**src/rtl/step_motor_phase_gen.sv**
```systemverilog
// One-channel stepper phase sequencer: valid/ready move commands drive a half-step phase table.
// Optional coil release after HOLD_CYCLES idle cycles when STEP_IDLE_RELEASE_EN is defined.
module step_motor_phase_gen #(
  parameter int PERIOD_W    = 16,
  parameter int COUNT_W     = 16,
  parameter int HOLD_CYCLES = 1000
) (
  input  logic                clk,
  input  logic                reset,
  input  logic                cmd_valid,
  output logic                cmd_ready,
  input  logic                cmd_dir,
  input  logic                cmd_half,
  input  logic [PERIOD_W-1:0] cmd_period,
  input  logic [COUNT_W-1:0]  cmd_steps,
  input  logic                abort,
  output logic                busy,
  output logic                done,
  output logic                step_pulse,
  output logic [31:0]         position,
  output logic                AX,
  output logic                AY,
  output logic                BX,
  output logic                BY
);

  typedef enum logic {IDLE, RUN} state_t;

  state_t               state_reg, state_next;
  logic                 dir_reg, dir_next;
  logic                 half_reg, half_next;
  logic [PERIOD_W-1:0]  period_reg, period_next;
  logic [PERIOD_W-1:0]  div_reg, div_next;
  logic [COUNT_W-1:0]   remaining_reg, remaining_next;
  logic [2:0]           index_reg, index_next;
  logic [31:0]          position_reg, position_next;
  logic                 energised_reg, energised_next;
  logic                 done_reg, done_next;
  logic                 step_reg, step_next;
  logic [3:0]           phase_reg, phase_next;

  logic                 accept;
  logic                 idle_release;
  logic [PERIOD_W-1:0]  div_inc;
  logic [2:0]           step_amt;
  logic [31:0]          pos_delta;

  // Table entries packed as {AX,AY,BX,BY}, index 0 in the low nibble.
  localparam logic [31:0] PHASE_ROM = {4'b1001, 4'b0001, 4'b0101, 4'b0100,
                                       4'b0110, 4'b0010, 4'b1010, 4'b1000};
  logic [3:0] phase_table [8];

  for (genvar gi = 0; gi < 8; gi++) begin : g_table
    assign phase_table[gi] = PHASE_ROM[gi*4 +: 4];
  end

  assign accept    = cmd_valid && (state_reg == IDLE);
  assign div_inc   = div_reg + PERIOD_W'(1);
  assign step_amt  = half_reg ? 3'd1 : 3'd2;
  assign pos_delta = {29'd0, step_amt};

`ifdef STEP_IDLE_RELEASE_EN
  localparam int HOLD_W = (HOLD_CYCLES > 1) ? $clog2(HOLD_CYCLES) : 1;
  logic [HOLD_W-1:0] idle_cnt_reg, idle_cnt_next;

  always_comb begin
    idle_cnt_next = '0;
    idle_release  = 1'b0;
    if (state_reg == IDLE && !accept && energised_reg) begin
      if (idle_cnt_reg == HOLD_W'(HOLD_CYCLES - 1)) begin
        idle_release = 1'b1;
      end else begin
        idle_cnt_next = idle_cnt_reg + HOLD_W'(1);
      end
    end
  end

  always_ff @(posedge clk or posedge reset) begin
    if (reset) idle_cnt_reg <= '0;
    else       idle_cnt_reg <= idle_cnt_next;
  end
`else
  assign idle_release = 1'b0;
`endif

  always_comb begin
    state_next     = state_reg;
    dir_next       = dir_reg;
    half_next      = half_reg;
    period_next    = period_reg;
    div_next       = div_reg;
    remaining_next = remaining_reg;
    index_next     = index_reg;
    position_next  = position_reg;
    energised_next = energised_reg;
    done_next      = 1'b0;
    step_next      = 1'b0;

    case (state_reg)
      IDLE: begin
        if (accept) begin
          dir_next       = cmd_dir;
          half_next      = cmd_half;
          period_next    = (cmd_period == '0) ? PERIOD_W'(1) : cmd_period;
          remaining_next = cmd_steps;
          div_next       = '0;
          energised_next = 1'b1;
          // Full-step runs on the odd (two-coil) entries only.
          if (!cmd_half) index_next = index_reg | 3'd1;
          if (cmd_steps == '0) done_next  = 1'b1;
          else                 state_next = RUN;
        end
      end
      RUN: begin
        if (remaining_reg == '0) begin
          state_next = IDLE;
        end else if (abort) begin
          state_next = IDLE;
          done_next  = 1'b1;
        end else if (div_inc == period_reg) begin
          div_next       = '0;
          step_next      = 1'b1;
          remaining_next = remaining_reg - COUNT_W'(1);
          index_next     = dir_reg ? index_reg + step_amt : index_reg - step_amt;
          position_next  = dir_reg ? position_reg + pos_delta : position_reg - pos_delta;
          if (remaining_reg == COUNT_W'(1)) done_next = 1'b1;
        end else begin
          div_next = div_inc;
        end
      end
      default: state_next = IDLE;
    endcase

    if (idle_release) energised_next = 1'b0;
    phase_next = energised_next ? phase_table[index_next] : 4'b0000;
  end

  always_ff @(posedge clk or posedge reset) begin
    if (reset) begin
      state_reg     <= IDLE;
      dir_reg       <= 1'b0;
      half_reg      <= 1'b0;
      period_reg    <= PERIOD_W'(1);
      div_reg       <= '0;
      remaining_reg <= '0;
      index_reg     <= 3'd0;
      position_reg  <= 32'd0;
      energised_reg <= 1'b0;
      done_reg      <= 1'b0;
      step_reg      <= 1'b0;
      phase_reg     <= 4'b0000;
    end else begin
      state_reg     <= state_next;
      dir_reg       <= dir_next;
      half_reg      <= half_next;
      period_reg    <= period_next;
      div_reg       <= div_next;
      remaining_reg <= remaining_next;
      index_reg     <= index_next;
      position_reg  <= position_next;
      energised_reg <= energised_next;
      done_reg      <= done_next;
      step_reg      <= step_next;
      phase_reg     <= phase_next;
    end
  end

  assign cmd_ready        = (state_reg == IDLE);
  assign busy             = (state_reg == RUN);
  assign done             = done_reg;
  assign step_pulse       = step_reg;
  assign position         = position_reg;
  assign {AX, AY, BX, BY} = phase_reg;

endmodule
```
**config.mk**
```make
export PLATFORM = sky130hd
export DESIGN_NAME = step_motor_phase_gen
export DESIGN_NICKNAME = d
export VERILOG_FILES = /design/src/rtl/step_motor_phase_gen.sv
export SDC_FILE = /design/constraint.sdc
export NUM_CORES = 1
export LEC_CHECK = 0
export CAP_MARGIN = 30
export CORE_MARGIN = 2
export CORE_UTILIZATION = 55
export DETAILED_ROUTE_END_ITERATION = 8
export DONT_BUFFER_PORTS = 1
export PLACE_DENSITY_LB_ADDON = 0.25
export SLEW_MARGIN = 20
export SYNTH_ARGS = -nofsm -noshare
export SYNTH_HDL_FRONTEND = slang
export SYNTH_SLANG_ARGS = --single-unit
```
**constraint.sdc**
```tcl
create_clock -name clk -period 3.9 [get_ports clk]
set_input_delay 0.585 -clock clk [delete_from_list [all_inputs] [get_ports clk]]
set_output_delay 0.585 -clock clk [all_outputs]
set_load 0.02 [all_outputs]
```
**Word level (Yosys, flattened, before mapping)**

Memory sizes are Yosys's and may differ from the RTL's.
Index checks and enable logic that the tools add are counted.
W data, S select, Z words.

- Bits in read-only memories: 32
- Logic and storage cells: 79
- Bits in registers: 93
- Input bits: 38
- Memories kept: 1
- Output and inout port bits: 40

Memories:

| memory | words | bits a word | read ports | clocked after Yosys merged registers in | write ports | RTL line | text |
|---|---|---|---|---|---|---|---|
| (no name shown) | 8 | 4 | 1 | 0 | 0 | 135 | `phase_next = energised_next ? phase_table[index_next] : 4'b0000;` |

- Add/subtract/negate cells: 6
- Bitwise logic cells: 4
- Reductions and logical operators: 8
- Magnitude comparators: 1
- Mux-type cells: 41
- Equality and inequality tests: 6

Operator list:

| operator | number |
|---|---|
| $mux W16 | 9 |
| $pmux W16 S2 | 2 |
| $logic_not A16 Y1 | 3 |
| $add A32 B2 Y32 | 1 |
| $mux W32 | 1 |
| $sub A32 B2 Y32 | 1 |
| $mux W1 | 18 |
| $add A16 B1 Y16 const B | 1 |
| $eq A16 B1 Y1 const B | 1 |
| $eq A16 B16 Y1 | 1 |
| $sub A16 B1 Y16 const B | 1 |
| $mux W3 | 4 |
| $mux W4 | 3 |
| $reduce_and A4 Y1 | 2 |
| $pmux W3 S2 | 1 |
| $ge A4 B4 Y1 const B | 1 |
| $ne A2 B1 Y1 const B | 2 |
| $ne A2 B2 Y1 const B | 2 |
| $not A3 Y4 | 1 |
| $pmux W1 S2 | 2 |
| $add A3 B2 Y3 | 1 |
| $not A1 Y1 | 3 |
| $reduce_and A3 Y1 | 1 |
| $sub A3 B2 Y3 | 1 |
| other kinds (3) | 3 |

**Longest topological paths before layout**

Gate-level depths: netlist (run 1).

- Depth after elaboration: 12
- Gate-level depth with buffers: 12

**Least setup slack after synthesis (run 1)**

Ideal clock, no wire load.

- Kind: reg2reg
- Start point: reg dir_reg
- End point: reg position_reg[29], in the netlist position[29]
- Cell stages (with the launch flop): 12
- Setup time: 129 ps
- Data arrival time: 2955 ps
- Slack: 815 ps
- Buffers on the path: 0
- Data required time: 3771 ps
- Path through: dfrtp_1 > inv_1 > ha_1 > o211ai_1 > o21ai_0 > o211ai_1 > o31ai_1 > a31oi_1 > o21bai_1 > a221oi_1 > xor2_1 > o21ai_0

- Word-level cells in the longest chain between the ends: 1

Ends and longest elaborated chain:

| item | RTL line | text |
|---|---|---|
| start, declared | 30 | `logic dir_reg, dir_next;` |
| start signal, assigned | 154 | `dir_reg <= dir_next;` |
| $mux W32 | 125 | `position_next = dir_reg ? position_reg + pos_delta : position_reg - pos_delta;` |
| end signal, assigned | 160 | `position_reg <= position_next;` |
| end, declared | 36 | `logic [31:0] position_reg, position_next;` |

Every way passes these cells.
A chain may end at the register's enable or synchronous reset.

**Worst setup path after layout (run 1)**

- Start point: reg dir_reg
- End point: reg position_reg[21], in the netlist position[21]

Same word-level chain as after synthesis.

==> results of run 1 <==
==> area by class of cell <==
class                      instances  area, sq um  share of cell area, %
clock buffer                       9          225                   3.36
inverter                          18         68.8                   1.03
clock inverter                     7          146                   2.18
multi-input combinational        578         3670                   54.7
tap                              140          175                   2.61
sequential                        93         2330                   34.7
timing repair buffer              11         95.1                   1.42
==> per-stage QoR <==
stage               util [%]  area, sq um  hold slack (ps)
finish                  61.4         6710              221
global route            61.4         6710              293
CTS                     61.4         6710              245
detailed placement      58.0         6340              505
global placement        58.0         6340              476
floorplan                  -         6190              460
==> power by group <==
group | switching, uW | total (uW) | internal (uW)
logic | 544 | 909 | 365
clock network | 409 | 1110 | 696
registers | 169 | 1260 | 1090
==> cell usage in the layout (no fill, tap or decap), types with 13 or more instances in the layout <==
cell type,netlist,final
nand2_1,123,123
dfrtp_1,92,92
o21ai_0,75,75
a21oi_1,48,48
ha_1,35,35
xnor2_1,29,29
nor2_1,27,27
xor2_1,20,20
inv_1,18,17
nand3_1,17,17
nand4_1,15,15
nor3_1,14,14
a21o_1,14,14
nand2b_1,13,13
==> routing by layer <==
layer | vias to the layer above | part of all wire, % | wire [microns]
li1 | 2613 | - | -
met1 | 2581 | 44 | 6770
met2 | 187 | 47 | 7350
met3 | 26 | 6.4 | 984
met4 | 0 | 2.4 | 366
met5 | - | 0 | 0
==> worst reg2reg max path: stages, from the launching register on <==
cell	delay, ps
dfrtp_1	420
inv_1	390
ha_1	350
o211ai_1	100
o21ai_0	410
o211ai_1	210
o31ai_1	550
a31oi_1	250
o21bai_1	260
a21oi_1	120
xor2_1	150
o21ai_0	160
==> kinds of logic (layout without fill, tap and decap cells) <==
| kind of cell | Yosys count | in the layout |
|---|---|---|
| flops | 93 | 93 |
| fa+ha+maj | 37 | 37 |
| buf+inv | 47 | 45 |
| xor+xnor | 49 | 49 |
| compound gates | 220 | 220 |
| simple gates | 266 | 266 |
| mux | 6 | 6 |
==> worst paths after layout <==
kind | from | to | slack (ps) | cells past startpoint
max in group asynchronous | reset | period_reg[0] | 2770 | 2
worst max-delay path | dir_reg | position[21] | 460 | 11
worst min-delay path | reset | position[14] | 220 | 1
worst min register to register | period_reg[15] | period_reg[15] | 510 | 2
worst max register to register | dir_reg | position[21] | 460 | 11
min in group clk | cmd_half | half_reg | 330 | 2
==> metrics.log, run 1 <==
[metrics] kind of start point of the critical path: flip-flop
[metrics] number of cells in the finished layout apart from fillers: 856
[metrics] share of the clock period used by the worst path after layout: 88.2%
[metrics] GR Layer Usage met2: 44.3%
[metrics] cells along the critical path: inv_1 > ha_1 > o211ai_1 > o21ai_0 > o211ai_1 > o31ai_1 > a31oi_1 > o21bai_1 > a21oi_1 > xor2_1 > o21ai_0
[metrics] CP Max Fanout: 13
[metrics] endpoint required time on the critical path: 4170 ps
[metrics] maximum clock path buffer count: 2
[metrics] Pre-antenna DRT Iters: 5
[metrics] clock period minus worst slack: 3440 ps
[metrics] min-delay worst type: in2async
[metrics] largest cells by area after synthesis: dfrtp_1 37%, nand2_1 7.5%, ha_1 7.1%
[metrics] kind of critical path: reg2reg
[metrics] I/O Buffers: 0
[metrics] post-layout total power: 3280 uW
[metrics] Setup TNS: 0 ps
[metrics] maximum number of pins on one net before global-route repair: 57
[metrics] async set or reset register ratio after synthesis: between 90% and 100%
[metrics] vias in the first global route: 5263
[metrics] die outline height: around 110 microns
[metrics] number of vias per cell: roughly 6.3
[metrics] area of the core: 0.0109 sq mm
[metrics] I/O Pins: 78
[metrics] pre-CTS setup slack: 502 ps
[metrics] number of maximum-capacitance violations: 0
[metrics] routed len/inst: 18.1 microns
[metrics] number of flip-flops under the largest register name: 32
[metrics] top_reg_cell synth: dfrtp_1
[metrics] Clock transition at path regs: 70 ps
[metrics] setup repair after global routing missed its margin: false
[metrics] Leak Pwr: 0.00298 uW
[metrics] synthesized-area fraction occupied by and/or/nand/nor cells: 21.0%
[metrics] CTS Hold Buffers Added: 0
[metrics] Die Area: 0.0121 sq mm
[metrics] starting density of the core: a little under three fifths
[metrics] number of warnings printed during yosys synthesis: 0
[metrics] slowest stage cell, crit path: o31ai_1
[metrics] arrival time reported for the critical path endpoint: between 3000 and 4000 ps
[metrics] number of antenna violations at the first check in global routing: 0
[metrics] fin nets: 786
[metrics] dpl hpwl: 11000 microns
[metrics] DIE WIDTH: 110 microns
[metrics] total nets after synthesis: 793
[metrics] wire length of the first global-routing pass: 25500 microns
[metrics] run status: finished, final reports clean
[metrics] synthesis-stage register bit count: 93
[metrics] # DRC: 0
[metrics] commonest cells in the synthesized netlist: 123 x nand2_1, 92 x dfrtp_1, 75 x o21ai_0, 48 x a21oi_1, 35 x ha_1
[metrics] combined area of all synthesized cells: just over 0.006 sq mm
[metrics] clock tree from TritonCTS: built
[metrics] met3 routing resource usage after global routing: 4.94%
[metrics] post-synthesis adder-cell area fraction: 7.72%
[metrics] Clock H-tree levels: 3
[metrics] combinational family with the most area after synthesis: compound AO/OA/AOI/OAI gates
[metrics] sequential element share of the synthesized area: 37.6%
[metrics] most numerous cell in the Yosys netlist: nand2_1
[metrics] areal power density over the cells: 488 mW/mm^2
[metrics] placed cell count: 840
[metrics] routability-driven placement congestion ratio: 0.885
[metrics] post-synthesis cell type with the largest combined area: dfrtp_1
[metrics] gr busiest metal: met2
[metrics] antenna diode instance count: 0
[metrics] f_max: 0.291 GHz
[metrics] number of instances in the synthesized netlist: 718
[metrics] TritonCTS buffer count: 9
[metrics] Max-Slew Margin vs Limit: 46.7%
[metrics] maximum cell stage delay along the critical path: 550 ps
[metrics] measured slew at the worst slew-check pin: 800 ps
[metrics] Sinks on Clock Net: 93
[metrics] met1 track demand over resource: 34.4%
[metrics] cell row count: 38
[metrics] number of enable-type register cells in the synthesized netlist: 0
[metrics] share of cells above drive strength 1: 6.98%
[metrics] area share of the largest cell type after synthesis: 37.2%
[metrics] synthesized-area fraction occupied by ao, oa, aoi and oai cells: between 20% and 30%
[metrics] XOR/XNOR share of the synthesized area: 6.93%
[metrics] total via count in the routed design: 5407
[metrics] total buffers and inverters traversed by the critical path: 1
[metrics] skew final: 8.75 ps
[metrics] clock latency on the worst-skew pair: ~360 ps
[metrics] violation count after the first detailed-routing iteration: 365
[metrics] worst ir drop on vdd: 0.331 mV
[metrics] Area Overhead vs Synth: 8.32%
[metrics] Yosys cell types: 70
[metrics] post-cts sizing count: 0
[metrics] global-route usage over all layers: 26.8%
[metrics] CP endpoint kind: flip-flop
[metrics] post-synthesis area per instance: between 8 and 9 sq um
[metrics] Overflow after GRT: 0
[metrics] # Post-CTS Setup Buffers: 0
[metrics] Post-DRT Antenna Nets: 0
[metrics] final WL: 15500 microns
[metrics] multiplexer share of the synthesized area: 1.29%
[metrics] cell family contributing the most delay on the critical path: compound AO/OA/AOI/OAI gates
[metrics] total setup violations reported at the end of the flow: 0
[metrics] Root Driver: clkbuf_16
[metrics] final critical-path setup slack: approximately 460 ps
[metrics] number of filler cells placed in the layout: 915
[metrics] count of endpoints failing hold in the final timing report: 0
[metrics] final slew viol count: 0
No activity file was read; power rests on OpenSTA's default activity.
==> run 2, diff against run 1 <==
CTS_CLUSTER_SIZE = 8   (was unset)
HOLD_SLACK_MARGIN = 0.03   (was unset)
==> results of run 2 <==
Same layout as run 1: the final DEF is identical, and so are final timing and power.
==> run 3, diff against run 2 <==
clock period = 3.45 ns   (was 3.9 ns; I/O delays follow)
==> run 3 against run 2 <==
Via count decreased by 0.81%. Combinational power is 13% higher. Setup slack worse by 150 ps. Fmax grew 9.4%. Register-to-register slack got worse by 150 ps. Critical endpoint is now position[29]. Highest routed layer unchanged.
==> metrics.log, run 3 (synthesized netlist as in run 1, its figures left out) <==
[metrics] Post-DRT Antenna Nets: 0 (unchanged)
[metrics] dpl hpwl: 10900 microns (-1.2%)
[metrics] worst ir drop on vdd: 0.341 mV (+3.1%)
[metrics] I/O Buffers: 0 (unchanged)
[metrics] routed len/inst: 17.2 microns (-4.7%)
[metrics] number of maximum-capacitance violations: 0 (unchanged)
[metrics] Clock H-tree levels: 3 (unchanged)
[metrics] Overflow after GRT: 0 (unchanged)
[metrics] measured slew at the worst slew-check pin: 694 ps (-106 ps)
[metrics] global-route usage over all layers: 25.5% (-1.3 points)
[metrics] cell row count: 38 (unchanged)
[metrics] Setup TNS: 0 ps (unchanged)
[metrics] CP Max Fanout: 31 (+18)
[metrics] count of endpoints failing hold in the final timing report: 0 (unchanged)
[metrics] share of the clock period used by the worst path after layout: 91.2% (+2.9 points)
[metrics] starting density of the core: 56.6% (unchanged)
[metrics] Pre-antenna DRT Iters: 5 (unchanged)
[metrics] run status: finished, final reports clean
[metrics] areal power density over the cells: 516 mW/mm^2 (+5.7%)
[metrics] total via count in the routed design: 5363 (-0.81%)
[metrics] total setup violations reported at the end of the flow: 0 (unchanged)
[metrics] fin nets: 792 (+0.76%)
[metrics] DIE WIDTH: 110 microns (unchanged)
[metrics] Leak Pwr: 0.00297 uW (-0.36%)
[metrics] total buffers and inverters traversed by the critical path: 3 (+2)
[metrics] CP endpoint kind: flip-flop
[metrics] share of cells above drive strength 1: 7.48% (+0.50 points)
[metrics] arrival time reported for the critical path endpoint: 3370 ps (-340 ps)
[metrics] combined area of the multi-input logic cells: 0.00367 sq mm (unchanged)
[metrics] clock tree from TritonCTS: built
[metrics] maximum number of pins on one net before global-route repair: 64 (+12%)
[metrics] min-delay worst type: in2async
[metrics] commonest non-fill, non-tap cell in the layout: nand2_1
[metrics] Sinks on Clock Net: 93 (unchanged)
[metrics] Clock transition at path regs: 70 ps (about the same)
[metrics] number of flip-flops under the largest register name: 32 (unchanged)
[metrics] Die Area: 0.0121 sq mm (unchanged)
[metrics] violation count after the first detailed-routing iteration: 358 (-1.9%)
[metrics] f_max: 0.318 GHz (+9.4%)
[metrics] final slew viol count: 0 (unchanged)
[metrics] Max-Slew Margin vs Limit: 53.6% (+6.9 points)
[metrics] skew final: 7.97 ps (-0.782 ps)
[metrics] number of vias per cell: 6.22 (-1.5%)
[metrics] FF+latch area: 0.00233 sq mm (unchanged)
[metrics] area of the core: 0.0109 sq mm (unchanged)
[metrics] # DRC: 0 (unchanged)
[metrics] endpoint required time on the critical path: 3670 ps (-500 ps)
[metrics] TritonCTS buffer count: 9 (unchanged)
[metrics] number of filler cells placed in the layout: 947 (+3.5%)
[metrics] Hold WS: 85.1 ps (-136 ps)
[metrics] # Post-CTS Setup Buffers: 0 (unchanged)
[metrics] most used cells in the layout excluding fill and tap cells: 123 x nand2_1, 92 x dfrtp_1, 74 x o21ai_0, 48 x a21oi_1, 35 x ha_1
[metrics] Area Overhead vs Synth: 7.96%
[metrics] clock latency on the worst-skew pair: 350 ps (about the same)
[metrics] die outline height: 110 microns (unchanged)
[metrics] wire length of the first global-routing pass: 24000 microns (-5.7%)
[metrics] setup repair after global routing missed its margin: false
[metrics] I/O Pins: 78 (unchanged)
[metrics] vias in the first global route: 5087 (-3.3%)
[metrics] Root Driver: clkbuf_16
[metrics] maximum clock path buffer count: 2 (unchanged)
[metrics] cells along the critical path: inv_1 > buf_12 > ha_1 > o211ai_1 > o21ai_0 > o211ai_1 > o31ai_1 > buf_4 > a31oi_1 > o21bai_1 > a221oi_1 > xor2_1 > o21ai_0
[metrics] number of antenna violations at the first check in global routing: 0 (unchanged)
[metrics] kind of start point of the critical path: flip-flop
[metrics] cell family contributing the most delay on the critical path: compound AO/OA/AOI/OAI gates
[metrics] final WL: 14800 microns (-4.1%)
[metrics] slowest stage cell, crit path: dfrtp_1
[metrics] routability-driven placement congestion ratio: 0.943 (+6.5%)
[metrics] clock period minus worst slack: 3150 ps (-296 ps)
[metrics] kind of critical path: reg2reg
[metrics] antenna diode instance count: 0 (unchanged)
[metrics] maximum cell stage delay along the critical path: 430 ps (-120 ps)
-- run 3: cell count changes in the layout (fill, tap and decap cells not counted) --
cell,previous run,this run
clkinv_4,2,0
bufinv_16,4,1
clkbuf_1,0,2
clkinv_2,1,2
clkinvlp_4,0,2
o21ai_0,75,74
o21ai_1,1,2
buf_4,10,15
buf_12,1,2
-- run 3: where the power goes --
| part | switching [uW] | total (uW) | leakage, uW | internal (uW) |
|---|---|---|---|---|
| Combinational | 603 | 1030 | 0.00164 | 426 |
| Clock | 432 | 996 | 0.000136 | 564 |
| Sequential | 189 | 1430 | 0.00120 | 1240 |
| Total | 1220 | 3450 | 0.00297 | 2230 |
-- run 3: final cells by class --
type	count	area share (%)
Multi-Input combinational cell	578	54.9
Clock buffer	11	3.48
Inverter	18	1.03
Sequential cell	93	34.8
Clock inverter	5	0.879
Tap cell	140	2.62
Timing Repair Buffer	17	2.28
-- run 3: through the flow --
| step | utilization (%) | cell area, sq um | total power, uW | setup slack [ps] | cells |
|---|---|---|---|---|---|
| after floorplan | - | 6190 | 2200 | 365 | 718 |
| after global placement | 58.5 | 6400 | 2430 | 397 | 846 |
| after detailed placement | 58.5 | 6400 | 2470 | 288 | 846 |
| after CTS | 61.2 | 6690 | 3460 | 250 | 862 |
| after global routing | 61.2 | 6690 | 3660 | 46.6 | 862 |
| final | 61.2 | 6690 | 3450 | 305 | 862 |
-- run 3: final timing paths --
check                           slack, ps            from             end  cells after the start
worst max-delay path                  300         dir_reg    position[29]                     13
worst min-delay path                   90           reset    position[12]                      1
worst max register to register        300         dir_reg    position[29]                     13
worst min register to register        490  period_reg[15]  period_reg[15]                      2
max in group asynchronous            2600           reset   period_reg[0]                      2
min in group clk                      270   cmd_period[7]   period_reg[7]                      2
-- run 3: timing repair --
| action | in CTS | in global routing |
|---|---|---|
| endpoints found under the setup margin | 0 | 1 |
| resized for setup | 0 | 1 |
| hold buffers | 0 | 0 |
-- run 3: layer usage --
metal  vias to the layer above  GRT usage [%]  wire length [microns]  part of all wire (%)
li1                       2608              -                      -                     -
met1                      2541           32.8                   6560                    44
met3                        30           4.88                    923                   6.2
met5                         -              0                      0                     0
met4                         0           12.0                    396                   2.7
met2                       184           41.5                   6950                    47
